**config.mk**
```make
export PLATFORM = sky130hd
export DESIGN_NAME = lcd_pattern_gen_flat
export DESIGN_NICKNAME = d
export VERILOG_FILES = /design/src/rtl/lcd_pkg.sv /design/src/rtl/lcd_pattern_gen_if.sv /design/src/rtl/lcd_bar_thresh.sv /design/src/rtl/lcd_pattern_gen.sv /design/src/flat_wrapper.sv
export SDC_FILE = /design/constraint.sdc
export NUM_CORES = 1
export LEC_CHECK = 0
export ABC_AREA = 1
export BUFFER_PORTS_ARGS = -buffer_cell sky130_fd_sc_hd__buf_2
export CAP_MARGIN = 20
export CORE_ASPECT_RATIO = 1.2
export CORE_MARGIN = 2
export CORE_UTILIZATION = 35
export CTS_CLUSTER_SIZE = 12
export DETAILED_ROUTE_END_ITERATION = 8
export SLEW_MARGIN = 30
export SYNTH_ARGS = -nofsm -noshare
export SYNTH_HDL_FRONTEND = slang
export SYNTH_SLANG_ARGS = --single-unit
export TNS_END_PERCENT = 50
```
**constraint.sdc**
```tcl
create_clock -name lcd_pclk -period 9.4 [get_ports lcd_pclk]
set_input_delay 0.47 -clock lcd_pclk [delete_from_list [all_inputs] [get_ports lcd_pclk]]
set_output_delay 0.47 -clock lcd_pclk [all_outputs]
set_load 0.01 [all_outputs]
```
**src/rtl/lcd_pkg.sv**
```systemverilog
// Shared types and constants for the LCD test-pattern engine:
// pattern modes, threshold FSM states, widths and the colour-bar palette.
package lcd_pkg;

  localparam int RGB_W = 24;
  localparam int POS_W = 11;

  typedef enum logic [2:0] {
    MODE_VBAR   = 3'd0,
    MODE_HBAR   = 3'd1,
    MODE_CHECK  = 3'd2,
    MODE_GRAY   = 3'd3,
    MODE_SCROLL = 3'd4,
    MODE_SOLID  = 3'd5,
    MODE_RSVD   = 3'd6,
    MODE_OFF    = 3'd7
  } mode_t;

  typedef enum logic {
    CALC_IDLE = 1'b0,
    CALC_RUN  = 1'b1
  } calc_state_t;

  localparam logic [RGB_W-1:0] PAL_WHITE   = 24'hFFFFFF;
  localparam logic [RGB_W-1:0] PAL_YELLOW  = 24'hFFFF00;
  localparam logic [RGB_W-1:0] PAL_CYAN    = 24'h00FFFF;
  localparam logic [RGB_W-1:0] PAL_GREEN   = 24'h00FF00;
  localparam logic [RGB_W-1:0] PAL_MAGENTA = 24'hFF00FF;
  localparam logic [RGB_W-1:0] PAL_RED     = 24'hFF0000;
  localparam logic [RGB_W-1:0] PAL_BLUE    = 24'h0000FF;
  localparam logic [RGB_W-1:0] PAL_BLACK   = 24'h000000;

  function automatic logic [RGB_W-1:0] bar_color(input logic [2:0] idx);
    logic [RGB_W-1:0] c;
    case (idx)
      3'd0:    c = PAL_WHITE;
      3'd1:    c = PAL_YELLOW;
      3'd2:    c = PAL_CYAN;
      3'd3:    c = PAL_GREEN;
      3'd4:    c = PAL_MAGENTA;
      3'd5:    c = PAL_RED;
      3'd6:    c = PAL_BLUE;
      default: c = PAL_BLACK;
    endcase
    return c;
  endfunction

  // Bar index = how many of the seven thresholds lie at or below pos.
  function automatic logic [2:0] bar_index(input logic [7:1][POS_W-1:0] thr,
                                           input logic [POS_W:0] pos);
    logic [2:0] n;
    n = '0;
    for (int i = 1; i < 8; i++) begin
      if ({1'b0, thr[i]} <= pos) n = n + 3'd1;
    end
    return n;
  endfunction

endpackage

```
**src/rtl/lcd_pattern_gen_if.sv**
```systemverilog
// Pixel-stream bundle between lcd_drive (master) and the pattern generator (slave).
interface lcd_pattern_gen_if;
  import lcd_pkg::*;

  // No valid/ready: the master presents a position every lcd_pclk cycle and
  // pixel_data for that position appears exactly two cycles later.
  logic              frame_sync;
  logic [2:0]        mode_sel;
  logic [POS_W-1:0]  pixel_xpos;
  logic [POS_W-1:0]  pixel_ypos;
  logic [POS_W-1:0]  h_disp;
  logic [POS_W-1:0]  v_disp;
  logic [RGB_W-1:0]  pixel_data;
  logic [15:0]       frame_cnt;
  logic              calc_busy;
  calc_state_t       calc_state;

  modport master (
    output frame_sync, mode_sel, pixel_xpos, pixel_ypos, h_disp, v_disp,
    input  pixel_data, frame_cnt, calc_busy, calc_state
  );

  modport slave (
    input  frame_sync, mode_sel, pixel_xpos, pixel_ypos, h_disp, v_disp,
    output pixel_data, frame_cnt, calc_busy, calc_state
  );
endinterface

```
**src/rtl/lcd_bar_thresh.sv**
```systemverilog
// Dual-lane bar threshold accumulator: after each start it builds
// thr[k] = k*step for k=1..7 in x and y, one step per cycle.
module lcd_bar_thresh
  import lcd_pkg::*;
(
  input  logic                  clk,
  input  logic                  rst,
  input  logic                  start,
  input  logic [POS_W-1:0]      step_x,
  input  logic [POS_W-1:0]      step_y,
  output logic [7:1][POS_W-1:0] thr_x,
  output logic [7:1][POS_W-1:0] thr_y,
  output logic                  busy,
  output calc_state_t           state
);

  calc_state_t          state_nxt;
  logic [2:0]           k, k_nxt;
  logic [POS_W-1:0]     bw_q, bh_q;
  logic [7:0][POS_W-1:0] acc_x, acc_y;

  always_ff @(posedge clk) begin
    if (rst) begin
      state <= CALC_IDLE;
      k     <= 3'd1;
      bw_q  <= '0;
      bh_q  <= '0;
      acc_x <= '0;
      acc_y <= '0;
    end else begin
      state <= state_nxt;
      k     <= k_nxt;
      if (start) begin
        bw_q <= step_x;
        bh_q <= step_y;
      end
      // acc[0] stays zero so step 1 needs no special case.
      if (state == CALC_RUN) begin
        acc_x[k] <= acc_x[k - 3'd1] + bw_q;
        acc_y[k] <= acc_y[k - 3'd1] + bh_q;
      end
    end
  end

  always_comb begin
    state_nxt = state;
    k_nxt     = k;
    if (start) begin
      state_nxt = CALC_RUN;
      k_nxt     = 3'd1;
    end else begin
      case (state)
        CALC_RUN: begin
          if (k == 3'd7) state_nxt = CALC_IDLE;
          else           k_nxt     = k + 3'd1;
        end
        default: ;
      endcase
    end
  end

  assign busy  = (state == CALC_RUN);
  assign thr_x = acc_x[7:1];
  assign thr_y = acc_y[7:1];

endmodule

```
**src/rtl/lcd_pattern_gen.sv**
```systemverilog
// Frame-synchronous test-pattern generator feeding lcd_drive; returns
// pixel_data two lcd_pclk cycles after the position is presented.
module lcd_pattern_gen
  import lcd_pkg::*;
#(
  parameter int               SCROLL_STEP = 4,
  parameter logic [RGB_W-1:0] SOLID_RGB   = 24'h0000FF,
  parameter int               CHK_BIT     = 5
) (
  input  logic            lcd_pclk,
  input  logic            rst,
  lcd_pattern_gen_if.slave bus
);

  logic                  fs_q;
  logic                  fb;
  mode_t                 mode_q;
  logic [POS_W-1:0]      scroll;
  logic [POS_W:0]        scroll_sum, scroll_nxt;
  logic [15:0]           frame_cnt;
  logic [7:1][POS_W-1:0] thr_x, thr_y;
  logic                  calc_busy;
  calc_state_t           calc_state;

  logic [POS_W:0]        ex_sum, ex;
  logic [2:0]            s1_bx, s1_by;
  logic                  s1_oor, s1_chk;
  logic [7:0]            s1_gray;
  mode_t                 s1_mode;
  logic [RGB_W-1:0]      pix_nxt, pixel_data;

  // fs_q is the registered copy, so fb is high for exactly one cycle per rise.
  assign fb = bus.frame_sync & ~fs_q;

  assign scroll_sum = {1'b0, scroll} + (POS_W+1)'(SCROLL_STEP);
  assign scroll_nxt = (scroll_sum >= {1'b0, bus.h_disp}) ?
                      scroll_sum - {1'b0, bus.h_disp} : scroll_sum;

  always_ff @(posedge lcd_pclk) begin
    if (rst) begin
      fs_q      <= 1'b0;
      mode_q    <= MODE_VBAR;
      scroll    <= '0;
      frame_cnt <= '0;
    end else begin
      fs_q <= bus.frame_sync;
      if (fb) begin
        mode_q    <= mode_t'(bus.mode_sel);
        frame_cnt <= frame_cnt + 16'd1;
        scroll    <= scroll_nxt[POS_W-1:0];
      end
    end
  end

  lcd_bar_thresh u_thresh (
    .clk    (lcd_pclk),
    .rst    (rst),
    .start  (fb),
    .step_x ({3'b000, bus.h_disp[POS_W-1:3]}),
    .step_y ({3'b000, bus.v_disp[POS_W-1:3]}),
    .thr_x  (thr_x),
    .thr_y  (thr_y),
    .busy   (calc_busy),
    .state  (calc_state)
  );

  // Scroll offset wraps around the active width with a single subtraction.
  assign ex_sum = {1'b0, bus.pixel_xpos} +
                  ((mode_q == MODE_SCROLL) ? {1'b0, scroll} : '0);
  assign ex     = (ex_sum >= {1'b0, bus.h_disp}) ? ex_sum - {1'b0, bus.h_disp} : ex_sum;

  always_ff @(posedge lcd_pclk) begin
    if (rst) begin
      s1_bx   <= '0;
      s1_by   <= '0;
      s1_oor  <= 1'b0;
      s1_chk  <= 1'b0;
      s1_gray <= '0;
      s1_mode <= MODE_VBAR;
    end else begin
      s1_bx   <= bar_index(thr_x, ex);
      s1_by   <= bar_index(thr_y, {1'b0, bus.pixel_ypos});
      s1_oor  <= (bus.pixel_xpos >= bus.h_disp) || (bus.pixel_ypos >= bus.v_disp);
      s1_chk  <= bus.pixel_xpos[CHK_BIT] ^ bus.pixel_ypos[CHK_BIT];
      s1_gray <= bus.pixel_xpos[9:2];
      s1_mode <= mode_q;
    end
  end

  always_comb begin
    pix_nxt = PAL_BLACK;
    if (!s1_oor) begin
      case (s1_mode)
        MODE_VBAR:   pix_nxt = bar_color(s1_bx);
        MODE_HBAR:   pix_nxt = bar_color(s1_by);
        MODE_CHECK:  pix_nxt = s1_chk ? PAL_WHITE : PAL_BLACK;
        MODE_GRAY:   pix_nxt = {3{s1_gray}};
        MODE_SCROLL: pix_nxt = bar_color(s1_bx);
        MODE_SOLID:  pix_nxt = SOLID_RGB;
        default:     pix_nxt = PAL_BLACK;
      endcase
    end
  end

  always_ff @(posedge lcd_pclk) begin
    if (rst) pixel_data <= '0;
    else     pixel_data <= pix_nxt;
  end

  assign bus.pixel_data = pixel_data;
  assign bus.frame_cnt  = frame_cnt;
  assign bus.calc_busy  = calc_busy;
  assign bus.calc_state = calc_state;

endmodule

```
**src/flat_wrapper.sv**
```systemverilog
// flat-port wrapper written by rule: the top's interface ports become plain ports
module lcd_pattern_gen_flat import lcd_pkg::*;
#(
  parameter int               SCROLL_STEP = 4,
  parameter logic [RGB_W-1:0] SOLID_RGB   = 24'h0000FF,
  parameter int               CHK_BIT     = 5
)
  (lcd_pclk, rst, bus_frame_sync, bus_mode_sel, bus_pixel_xpos, bus_pixel_ypos, bus_h_disp, bus_v_disp, bus_pixel_data, bus_frame_cnt, bus_calc_busy, bus_calc_state);
  lcd_pattern_gen_if bus_i ();
  input  logic lcd_pclk;
  input  logic rst;
  input wire logic [$bits(bus_i.frame_sync)-1:0] bus_frame_sync;
  input wire logic [$bits(bus_i.mode_sel)-1:0] bus_mode_sel;
  input wire logic [$bits(bus_i.pixel_xpos)-1:0] bus_pixel_xpos;
  input wire logic [$bits(bus_i.pixel_ypos)-1:0] bus_pixel_ypos;
  input wire logic [$bits(bus_i.h_disp)-1:0] bus_h_disp;
  input wire logic [$bits(bus_i.v_disp)-1:0] bus_v_disp;
  output wire logic [$bits(bus_i.pixel_data)-1:0] bus_pixel_data;
  output wire logic [$bits(bus_i.frame_cnt)-1:0] bus_frame_cnt;
  output wire logic [$bits(bus_i.calc_busy)-1:0] bus_calc_busy;
  output wire logic [$bits(bus_i.calc_state)-1:0] bus_calc_state;
  assign bus_i.frame_sync = bus_frame_sync;
  assign bus_i.mode_sel = bus_mode_sel;
  assign bus_i.pixel_xpos = bus_pixel_xpos;
  assign bus_i.pixel_ypos = bus_pixel_ypos;
  assign bus_i.h_disp = bus_h_disp;
  assign bus_i.v_disp = bus_v_disp;
  assign bus_pixel_data = bus_i.pixel_data;
  assign bus_frame_cnt = bus_i.frame_cnt;
  assign bus_calc_busy = bus_i.calc_busy;
  assign bus_calc_state = bus_i.calc_state;
  lcd_pattern_gen #(.SCROLL_STEP(SCROLL_STEP), .SOLID_RGB(SOLID_RGB), .CHK_BIT(CHK_BIT)) u_core (.lcd_pclk(lcd_pclk), .rst(rst), .bus(bus_i));
endmodule
```
### After elaboration in Yosys (flattened, before gate mapping)

Index checks and enable logic that the tools add are counted.

| operators by class | value |
|---|---|
| reductions and logical operators | 9 |
| add/subtract/negate cells | 21 |
| order comparisons | 21 |
| equality and inequality tests | 19 |
| mux-type cells | 44 |
| bitwise operators | 4 |

Operators by type and width:

| kind | count |
|---|---|
| 24-bit one-hot mux with 7 select lines | 2 |
| 88-bit bitwise mux | 2 |
| 24-bit one-hot mux with 5 select lines | 1 |
| 11-bit by 12-bit less-or-equal comparator with 1-bit output | 7 |
| 11-bit less-or-equal comparator | 7 |
| 3-bit two-way mux | 24 |
| 11-bit binary-select mux with 3-bit select | 2 |
| 11-bit two-way mux | 5 |
| 3-bit by 1-bit adder with 3-bit output (second input constant) | 13 |
| 11-bit demux with 3-bit select | 1 |
| 3-bit == test (second input constant) | 10 |
| 12-bit by 11-bit greater-or-equal comparator with 1-bit output | 2 |
| 24-bit two-way mux | 1 |
| 11-bit by 8-bit adder with 11-bit output | 2 |
| 11-bit greater-or-equal comparator | 2 |
| 3-bit by 2-bit == test with 1-bit output (second input constant) | 6 |
| 16-bit by 1-bit adder with 16-bit output (second input constant) | 1 |
| 11-bit by 12-bit adder with 12-bit output | 1 |
| 11-bit by 3-bit adder with 12-bit output (second input constant) | 1 |
| 12-bit two-way mux | 1 |
| 12-bit by 11-bit subtractor with 12-bit output | 1 |
| 11-bit subtractor | 1 |
| 3-bit by 1-bit == test with 1-bit output (second input constant) | 3 |
| 3-bit zero test | 3 |
| other kinds (11) | 19 |

| storage, ports and cells | value |
|---|---|
| flip-flop bits (word level) | 270 |
| output and inout port bits | 42 |
| bits of input ports | 50 |
| logic and storage cells | 149 |

### Logic depth before layout (Yosys ltp)

Gate-level depths: netlist of the first run.

| depth | value |
|---|---|
| depth in word-level cells | 25 |
| gate-level depth with buffers | 56 |
| mapped depth without buffers | 54 |

### By module

From an unflattened synthesis of the first run, not the netlist that was laid out.

| unflattened totals | value |
|---|---|
| cell total of the unflattened synthesis | 3003 |
| area total of the unflattened synthesis | 20658.6 um2 |

By module, submodules not included:

| module | area an instance (um2) | instances | cells an instance | sequential area each (um2) |
|---|---|---|---|---|
| lcd_bar_thresh | 11472.3 | 1 | 1687 | 4043.9 |
| lcd_pattern_gen | 9186.3 | 1 | 1316 | 1481.4 |

### Worst setup path after synthesis of the first run

Ideal clock, no wire load.

| timing | value |
|---|---|
| kind | register -> register |
| from | register u_core.mode_q[1] |
| to | register u_core.s1_bx[2] |
| stages on the path, launching flop included | 53 |
| arrival | 7595 ps |
| required time | 9287 ps |
| path slack | 1693 ps |
| clock period less this slack | 7707 ps |
| cell sequence | dfxtp_1 -> inv_1 -> nand3_1 -> clkbuf_1 -> nor2_1 -> ha_1 -> a21oi_2 -> nand2_2 -> a21oi_1 -> nor2_1 -> nor2_1 -> xor2_1 -> ha_1 -> nand2_1 -> inv_1 -> a21oi_1 -> nand4_2 -> nand2_4 -> (+17 left out) -> nand3_1 -> nand2_2 -> inv_1 -> ha_1 -> nand2_1 -> nand2_1 -> ha_1 -> or2_0 -> and2_1 -> ha_1 -> nand2_1 -> nand2_1 -> ha_1 -> nand2_1 -> nand3b_1 -> nand2_1 -> nor2_1 -> nor2_1 |

| on the way | value |
|---|---|
| word-level cells in the longest chain between the ends | 25 |
| elaborated cells between the ends (all ways) | 32 |
| classes of those cells | add/sub: 8; order compare: 8; eq/ne: 1; mux: 15 |

Ends and longest elaborated chain:

| item | line | source |
|---|---|---|
| from (decl) | lcd_pattern_gen.sv:17 | `mode_t mode_q;` |
| from (signal assigned) | lcd_pattern_gen.sv:48 | `mode_q <= mode_t'(bus.mode_sel);` |
| 3-bit == test (*) | lcd_pattern_gen.sv:69 | `((mode_q == MODE_SCROLL) ? {1'b0, scroll} : '0);` |
| 11-bit two-way mux (*) | lcd_pattern_gen.sv:69 |  |
| 11-bit by 12-bit adder with 12-bit output (*) | lcd_pattern_gen.sv:68 | `assign ex_sum = {1'b0, bus.pixel_xpos} +` |
| 12-bit by 11-bit subtractor with 12-bit output or 12-bit by 11-bit greater-or-equal comparator with 1-bit output (tied branches) | lcd_pattern_gen.sv:70 | `assign ex = (ex_sum >= {1'b0, bus.h_disp}) ? ex_sum - {1'b0, bus.h_disp} : ex_sum;` |
| 12-bit two-way mux (*) | lcd_pattern_gen.sv:70 |  |
| 11-bit by 12-bit less-or-equal comparator with 1-bit output | lcd_pkg.sv:54 | `if ({1'b0, thr[i]} <= pos) n = n + 3'd1;` |
| 1-bit two-way mux | lcd_pkg.sv:54 |  |
| 3-bit two-way mux | lcd_pattern_gen.sv:73 | `if (rst) begin` |
| (+9 left out) | - |  |
| 3-bit by 1-bit adder with 3-bit output | lcd_pkg.sv:54 |  |
| 3-bit two-way mux | lcd_pkg.sv:54 |  |
| 3-bit two-way mux | lcd_pattern_gen.sv:73 |  |
| 3-bit by 1-bit adder with 3-bit output | lcd_pkg.sv:54 |  |
| 3-bit two-way mux | lcd_pkg.sv:54 |  |
| 3-bit two-way mux | lcd_pattern_gen.sv:73 |  |
| 3-bit by 1-bit adder with 3-bit output | lcd_pkg.sv:54 |  |
| 3-bit two-way mux (*) | lcd_pkg.sv:54 |  |
| to (signal assigned) | lcd_pattern_gen.sv:81 | `s1_bx <= bar_index(thr_x, ex);` |
| to (decl) | lcd_pattern_gen.sv:26 | `logic [2:0] s1_bx, s1_by;` |

Mark *: on every way between the ends. The rest lies on a longest branch, timed or not. The select of a mux whose other input is x is not followed.
A chain may end at the register's enable or synchronous reset.

### Worst setup path after layout of the first run

Same ends and word-level chain as after synthesis.

==> results of run 1 <==
-- per-stage QoR --
step | power (mW) | hold WS (ns) | util (%)
after floorplan | 1.79 | 0.419 | -
after global placement | 2.05 | 0.436 | 37.8
after detailed placement | 2.07 | 0.432 | 37.8
after CTS | 3.27 | 0.105 | 39.7
after global routing | 3.43 | 0.116 | 39.7
final | 3.25 | 0.127 | 39.7
-- worst register-to-register path, delay by kind of cell (launching register included) --
family          cells  cell delay [ns]
compound gates     10             2.18
xor+xnor            1             0.27
fa+ha+maj           8             2.16
buf+inv             6             0.35
flops               1             0.30
simple gates       26             3.11
-- cell families after synthesis --
logic type / Yosys count / share of synthesized area (%)
and+or+nand+nor: 797 / 18.5
AOI/OAI and AO/OA: 778 / 22.3
adders and majority gates: 234 / 16.2
buffers and inverters: 540 / 11.2
muxes: 1 / 0.0546
xor gates and xnor gates: 50 / 2.39
DFF: 270 / 29.5
-- where the power goes --
group          switching [mW]  internal [mW]
logic                   0.549          0.257
clock network           0.520          0.685
registers              0.0426           1.20
-- cell type report --
cell class              instances  area (sq um)
multi-input cells            1860         10900
fillers                      5425         31100
repair buffers                117           653
clock inverters                12           120
clock buffers                  40           850
inverters                     442          1660
well taps                     697           872
flip-flops and latches        270          5410
-- sequential cells by signal, summed over array words and instances (netlist names) --
name                   flops
u_core.u_thresh.thr_x     77
u_core.u_thresh.thr_y     77
u_core.bus.pixel_data     24
u_core.bus.frame_cnt      16
u_core.scroll             11
u_core.u_thresh.acc_x     11
u_core.u_thresh.acc_y     11
u_core.s1_gray             8
u_core.u_thresh.bh_q       8
u_core.u_thresh.bw_q       8
u_core.mode_q              3
u_core.s1_bx               3
u_core.s1_by               3
u_core.s1_mode             3
u_core.u_thresh.k          3
u_core.fs_q                1
u_core.s1_chk              1
u_core.s1_oor              1
u_core.u_thresh.busy       1
-- worst paths after layout --
kind	startpoint	to	slack, ns	cells after the start
setup / recovery	u_core.mode_q[1]	u_core.s1_bx[2]	0.90	51
hold / removal	bus_frame_sync	u_core.fs_q	0.13	3
setup reg to reg	u_core.mode_q[1]	u_core.s1_bx[2]	0.90	51
hold reg to reg	u_core.mode_q[2]	u_core.s1_mode[2]	0.45	2
-- synthesized netlist by cell type (2+ instances only) --
library cell | number | area [sq um]
inv_1 | 434 | 1630
o21ai_0 | 359 | 1800
a21oi_1 | 331 | 1660
nand2_1 | 313 | 1170
nor2_1 | 294 | 1100
dfxtp_1 | 270 | 5410
ha_1 | 229 | 2870
nand3_1 | 91 | 455
clkbuf_1 | 81 | 304
xor2_1 | 34 | 298
nor3_1 | 26 | 130
a31oi_1 | 23 | 144
nand2_2 | 17 | 106
xnor2_1 | 16 | 140
buf_1 | 14 | 52.6
nand4_1 | 14 | 87.6
o22ai_1 | 13 | 81.3
nor4_1 | 11 | 68.8
a221oi_1 | 8 | 70.1
a31o_2 | 5 | 43.8
clkinv_1 | 5 | 18.8
fa_1 | 5 | 100
nand2_4 | 5 | 56.3
nand3_2 | 5 | 50.1
nand3b_1 | 5 | 37.5
o2111ai_1 | 5 | 43.8
a21o_1 | 4 | 30.0
and2_1 | 4 | 25.0
o31ai_1 | 4 | 30.0
a211oi_1 | 3 | 22.5
a22oi_1 | 3 | 22.5
inv_2 | 3 | 11.3
o21a_1 | 3 | 22.5
o21ai_1 | 3 | 15.0
o21bai_1 | 3 | 22.5
or2_2 | 3 | 18.8
a21boi_1 | 2 | 15.0
a21oi_2 | 2 | 17.5
buf_6 | 2 | 22.5
nor2_2 | 2 | 12.5
nor3b_1 | 2 | 15.0
o211ai_1 | 2 | 15.0
o22a_1 | 2 | 17.5
-- metal layers --
metal	global-route usage, %	up-vias	wire (um)
li1	-	8935	-
met1	28.5	8260	26900
met3	2.33	117	2820
met4	9.77	0	2650
met2	40.2	479	30700
met5	0	-	0
==> summary.txt, run 1 <==
Status
  – Run status: completed

Setup path
  – Crit. End Element: register
  – CP Launch Type: register
  – Worst Path Buf+Inv: 6
  – Required @ worst endpoint: 9.88 ns
  – WP data arrival: 8.97 ns
  – Max incr delay on CP: 0.61 ns
  – Slowest cell on the critical path: a21oi_1
  – Dominant cell type by count on the critical path: nand2_1
  – Setup Crit Path Kind: register to register
  – Worst-path fanout max: 23
  – Crit-path leading delay family: simple AND/OR/NAND/NOR gates

Synthesis
  – #FFs+latches synth: 270
  – Synth Area per Inst: 6.87 sq um
  – Ys Warns: 0
  – Top_reg_cell synth: dfxtp_1
  – Post-Synthesis Cells: 2670
  – Mapped Area: 18300 sq um
  – Post-Syn Nets: 2954
  – Sequential fraction of the synthesis area: 29.5%
  – Post-synth EDFFs: 0
  – Ys async rst share: 0%
  – Number of library cell types mapped by synthesis: 53

Timing
  – Slew HR: 32.0%
  – Fin. max-slew vios: 0
  – Final Hold Viols: 0
  – RSZ-0062 raised after global routing: no
  – Tmin final: 8.50 ns
  – Final Skew: 0.0134 ns
  – Setup ws final: 0.903 ns
  – Least-Margin Pin Slew: 1.02 ns
  – Sum Neg Setup Slack: 0 ns
  – Period utilisation layout: 90.4%
  – Final setup vio count: 0
  – Fmax: 118 MHz

Floorplanning
  – IO Pins: 92
  – Site Rows: 91
  – Core area: 51600 sq um
  – Starting Density: 35.6%
  – Die area: 54300 sq um
  – Die Width: 213 um
  – Die span in y: 255 um

Place
  – Port Buf Inserts: 91
  – GP Congestion: 0.907
  – Placed Cells: 3386
  – Placed Instance Area: 19500 sq um
  – HPWL after DPL: 46.1 mm
  – Pre-CTS setup slack: 0.965 ns

Detailed routing
  – Vias: 17800
  – Drt drc: 0
  – Initial DRC Count: 1288
  – TritonRoute pass-1 iters: 5
  – Drt wl/cell: 18.3 um
  – Post-route ant nets: 0
  – Via/cell ratio: 5.17
  – Final WL: 63.1 mm

Global routing
  – GRT overflow: 0
  – GRT Resource Usage Total: 23.0%
  – Global-route wire length before repair: 96.1 mm
  – Vias in the first global route: 16700
  – Antenna violations before repair: 0
  – Pin count of the biggest net entering global routing: 83

Power
  – Max VDD drop: 129 uV
  – LEAKAGE: 10.1 nW
  – PD cells: 159 nW/um^2

Clock network
  – CTS H-tree depth: 1
  – Clock Latency Late Sink: 0.59 ns
  – Postcts setup bufs: 0
  – Post-cts sizing count: 0
  – Num CTS Buffers: 31
  – Clk root buf: clkbuf_16
  – Hold-fix buffers, CTS: 0
  – CTS tree: yes
  – Reg clk slew, reported paths: 0.06 ns
  – # clock sinks: 270
  – CTS Buffer Depth: 3

Run
  – Maxcap violations: 0

Final layout
  – Most frequent cells in the layout: inv_1, o21ai_0, a21oi_1
  – Design Area, Final: 20500 sq um
  – Most common cell after layout, fill and taps aside: inv_1
  – Final Non-Filler Cells: 3438
  – Share of cells above drive strength 1: 7.95%
  – Ant diodes: 0
  – Layout Nets: 3006
  – Area grow syn2layout: 11.6%

Hold path
  – Worst hold path class: input port to register
(Power assumes the default switching activity.)
==> inputs of run 2 (changes only) <==
clock period = 10.8 ns   (was 9.4 ns; I/O delays follow)
==> summary.txt, run 2 (same netlist as run 1, synthesis figures left out) <==
Floorplanning
  – IO Pins: 92 (unchanged)
  – Die area: 54300 sq um (unchanged)
  – Starting Density: 35.6% (unchanged)
  – Site Rows: 91 (unchanged)
  – Core area: 51600 sq um (unchanged)
  – Die Width: 213 um (unchanged)
  – Die span in y: 255 um (unchanged)

Timing
  – Setup ws final: 2.25 ns (+1.34 ns)
  – RSZ-0062 raised after global routing: no
  – Final Hold Viols: 0 (unchanged)
  – Final setup vio count: 0 (unchanged)
  – Least-Margin Pin Slew: 1.08 ns (+0.0601 ns)
  – Fmax: 117 MHz (-0.67%)
  – Final Skew: 0.0172 ns (+0.00379 ns)
  – Slew HR: 27.6% (-4.5 points)
  – Period utilisation layout: 79.2% (-11 points)
  – Tmin final: 8.55 ns (+0.0576 ns)
  – Fin. max-slew vios: 0 (unchanged)
  – Sum Neg Setup Slack: 0 ns (unchanged)

Final layout
  – Share of cells above drive strength 1: 7.98% (+0.031 points)
  – Most common cell after layout, fill and taps aside: inv_1
  – Most frequent cells in the layout: inv_1, o21ai_0, a21oi_1
  – Ant diodes: 0 (unchanged)
  – Area grow syn2layout: 11.8%
  – Post-layout util: 39.8% (+0.092 points)
  – Filler cell count: 5458 (+0.61%)
  – Layout Nets: 3007 (+0.033%)
  – Final Non-Filler Cells: 3440 (+0.058%)

Setup path
  – Worst-path fanout max: 23 (unchanged)
  – CP Launch Type: register
  – R2R depth: 51 (unchanged)
  – Max incr delay on CP: 0.62 ns (about the same)
  – Crit. End Element: register
  – Setup Crit Path Kind: register to register
  – Required @ worst endpoint: 11.31 ns (+1.43 ns)
  – Slowest cell on the critical path: a21oi_1
  – WP data arrival: 9.06 ns (+0.09 ns)
  – Dominant cell type by count on the critical path: nand2_1

Global routing
  – GRT Resource Usage Total: 22.9% (-0.079 points)
  – Pin count of the biggest net entering global routing: 82 (-1.2%)
  – Vias in the first global route: 16700 (-0.20%)
  – Antenna violations before repair: 0 (unchanged)
  – Global-route wire length before repair: 95.6 mm (-0.44%)
  – GRT overflow: 0 (unchanged)

Power
  – PD cells: 139 nW/um^2 (-12%)
  – Max VDD drop: 131 uV (+1.4%)
  – LEAKAGE: 10.2 nW (+0.23%)

Place
  – HPWL after DPL: 46.0 mm (-0.22%)
  – GP Congestion: 0.898 (-1.0%)
  – Port Buf Inserts: 91 (unchanged)
  – Pre-CTS setup slack: 2.25 ns (+1.29 ns)
  – Placed Cells: 3387 (+0.030%)

Detailed routing
  – Post-route ant nets: 0 (unchanged)
  – Initial DRC Count: 1218 (-5.4%)
  – TritonRoute pass-1 iters: 8 (+3)
  – Vias: 17800 (-0.17%)
  – Final WL: 62.9 mm (-0.30%)
  – Via/cell ratio: 5.16 (-0.23%)
  – Drt drc: 0 (unchanged)
  – Drt wl/cell: 18.3 um (-0.36%)

Hold path
  – Hold path depth: 3 (unchanged)
  – Worst hold path class: input port to register

Run
  – Maxcap violations: 0 (unchanged)

Status
  – Run status: completed

Clock network
  – Postcts setup bufs: 0 (unchanged)
  – Post-cts sizing count: 0 (unchanged)
  – Reg clk slew, reported paths: 0.07 ns (about the same)
  – CTS Buffer Depth: 3 (unchanged)
  – Hold-fix buffers, CTS: 0 (unchanged)
  – Clk root buf: clkbuf_16
  – Num CTS Buffers: 31 (unchanged)
  – CTS H-tree depth: 1 (unchanged)
  – # clock sinks: 270 (unchanged)
  – CTS tree: yes
  – Clock Latency Late Sink: 0.59 ns (about the same)
==> run 2: changes by cell type in the layout (fill, tap and decap cells not counted), sizes merged <==
| cell | delta |
|---|---|
| clkbuf | +1 |
| bufinv | +1 |
| clkinvlp | -1 |
| buf | +1 |
==> run 2: path summary, 6_finish.rpt <==
check	start	end	slack, ns
min reg2reg	u_core.mode_q[0]	u_core.s1_mode[0]	0.45
max reg2reg	u_core.mode_q[1]	u_core.s1_bx[2]	2.25
min	bus_mode_sel[1]	u_core.mode_q[1]	0.20
max	u_core.mode_q[1]	u_core.s1_bx[2]	2.25
==> run 2: layer usage <==
| layer | GRT usage (%) | vias up | share of wire [%] |
|---|---|---|---|
| met5 | 0 | - | 0 |
| met4 | 9.79 | 0 | 4.3 |
| met3 | 1.97 | 108 | 4.8 |
| met2 | 40.1 | 457 | 48 |
| met1 | 28.5 | 8245 | 42 |
| li1 | - | 8951 | - |
==> run 2: layout make-up <==
class / count / area, sq um / area share, %
clock inverter: 12 / 154 / 0.750
clock buffer: 41 / 863 / 4.21
tap: 697 / 872 / 4.25
inverter: 442 / 1660 / 8.09
multi-input combinational: 1860 / 10900 / 53.1
timing repair buffer: 118 / 661 / 3.22
sequential: 270 / 5410 / 26.4
==> run 2: critical path, delay by kind of cell, from the launching register on <==
family | cells | cell delay (ns)
AND/OR/NAND/NOR | 26 | 3.05
AO/OA/AOI/OAI | 10 | 2.26
adder cells (fa/ha/maj) | 8 | 2.24
buffers and inverters | 6 | 0.33
flip-flops | 1 | 0.31
XOR/XNOR | 1 | 0.28
==> run 2: report_power, final <==
| part | switching (mW) | internal (mW) |
|---|---|---|
| Sequential | 0.0340 | 1.04 |
| Combinational | 0.479 | 0.223 |
| Clock | 0.447 | 0.630 |
==> run 2: through the flow <==
stage | hold WS (ns) | cell area [sq um] | power, mW
after floorplan | 0.419 | 18300 | 1.55
after global placement | 0.433 | 19500 | 1.79
after detailed placement | 0.437 | 19500 | 1.80
after CTS | 0.172 | 20500 | 2.88
after global routing | 0.192 | 20500 | 3.01
final | 0.199 | 20500 | 2.86
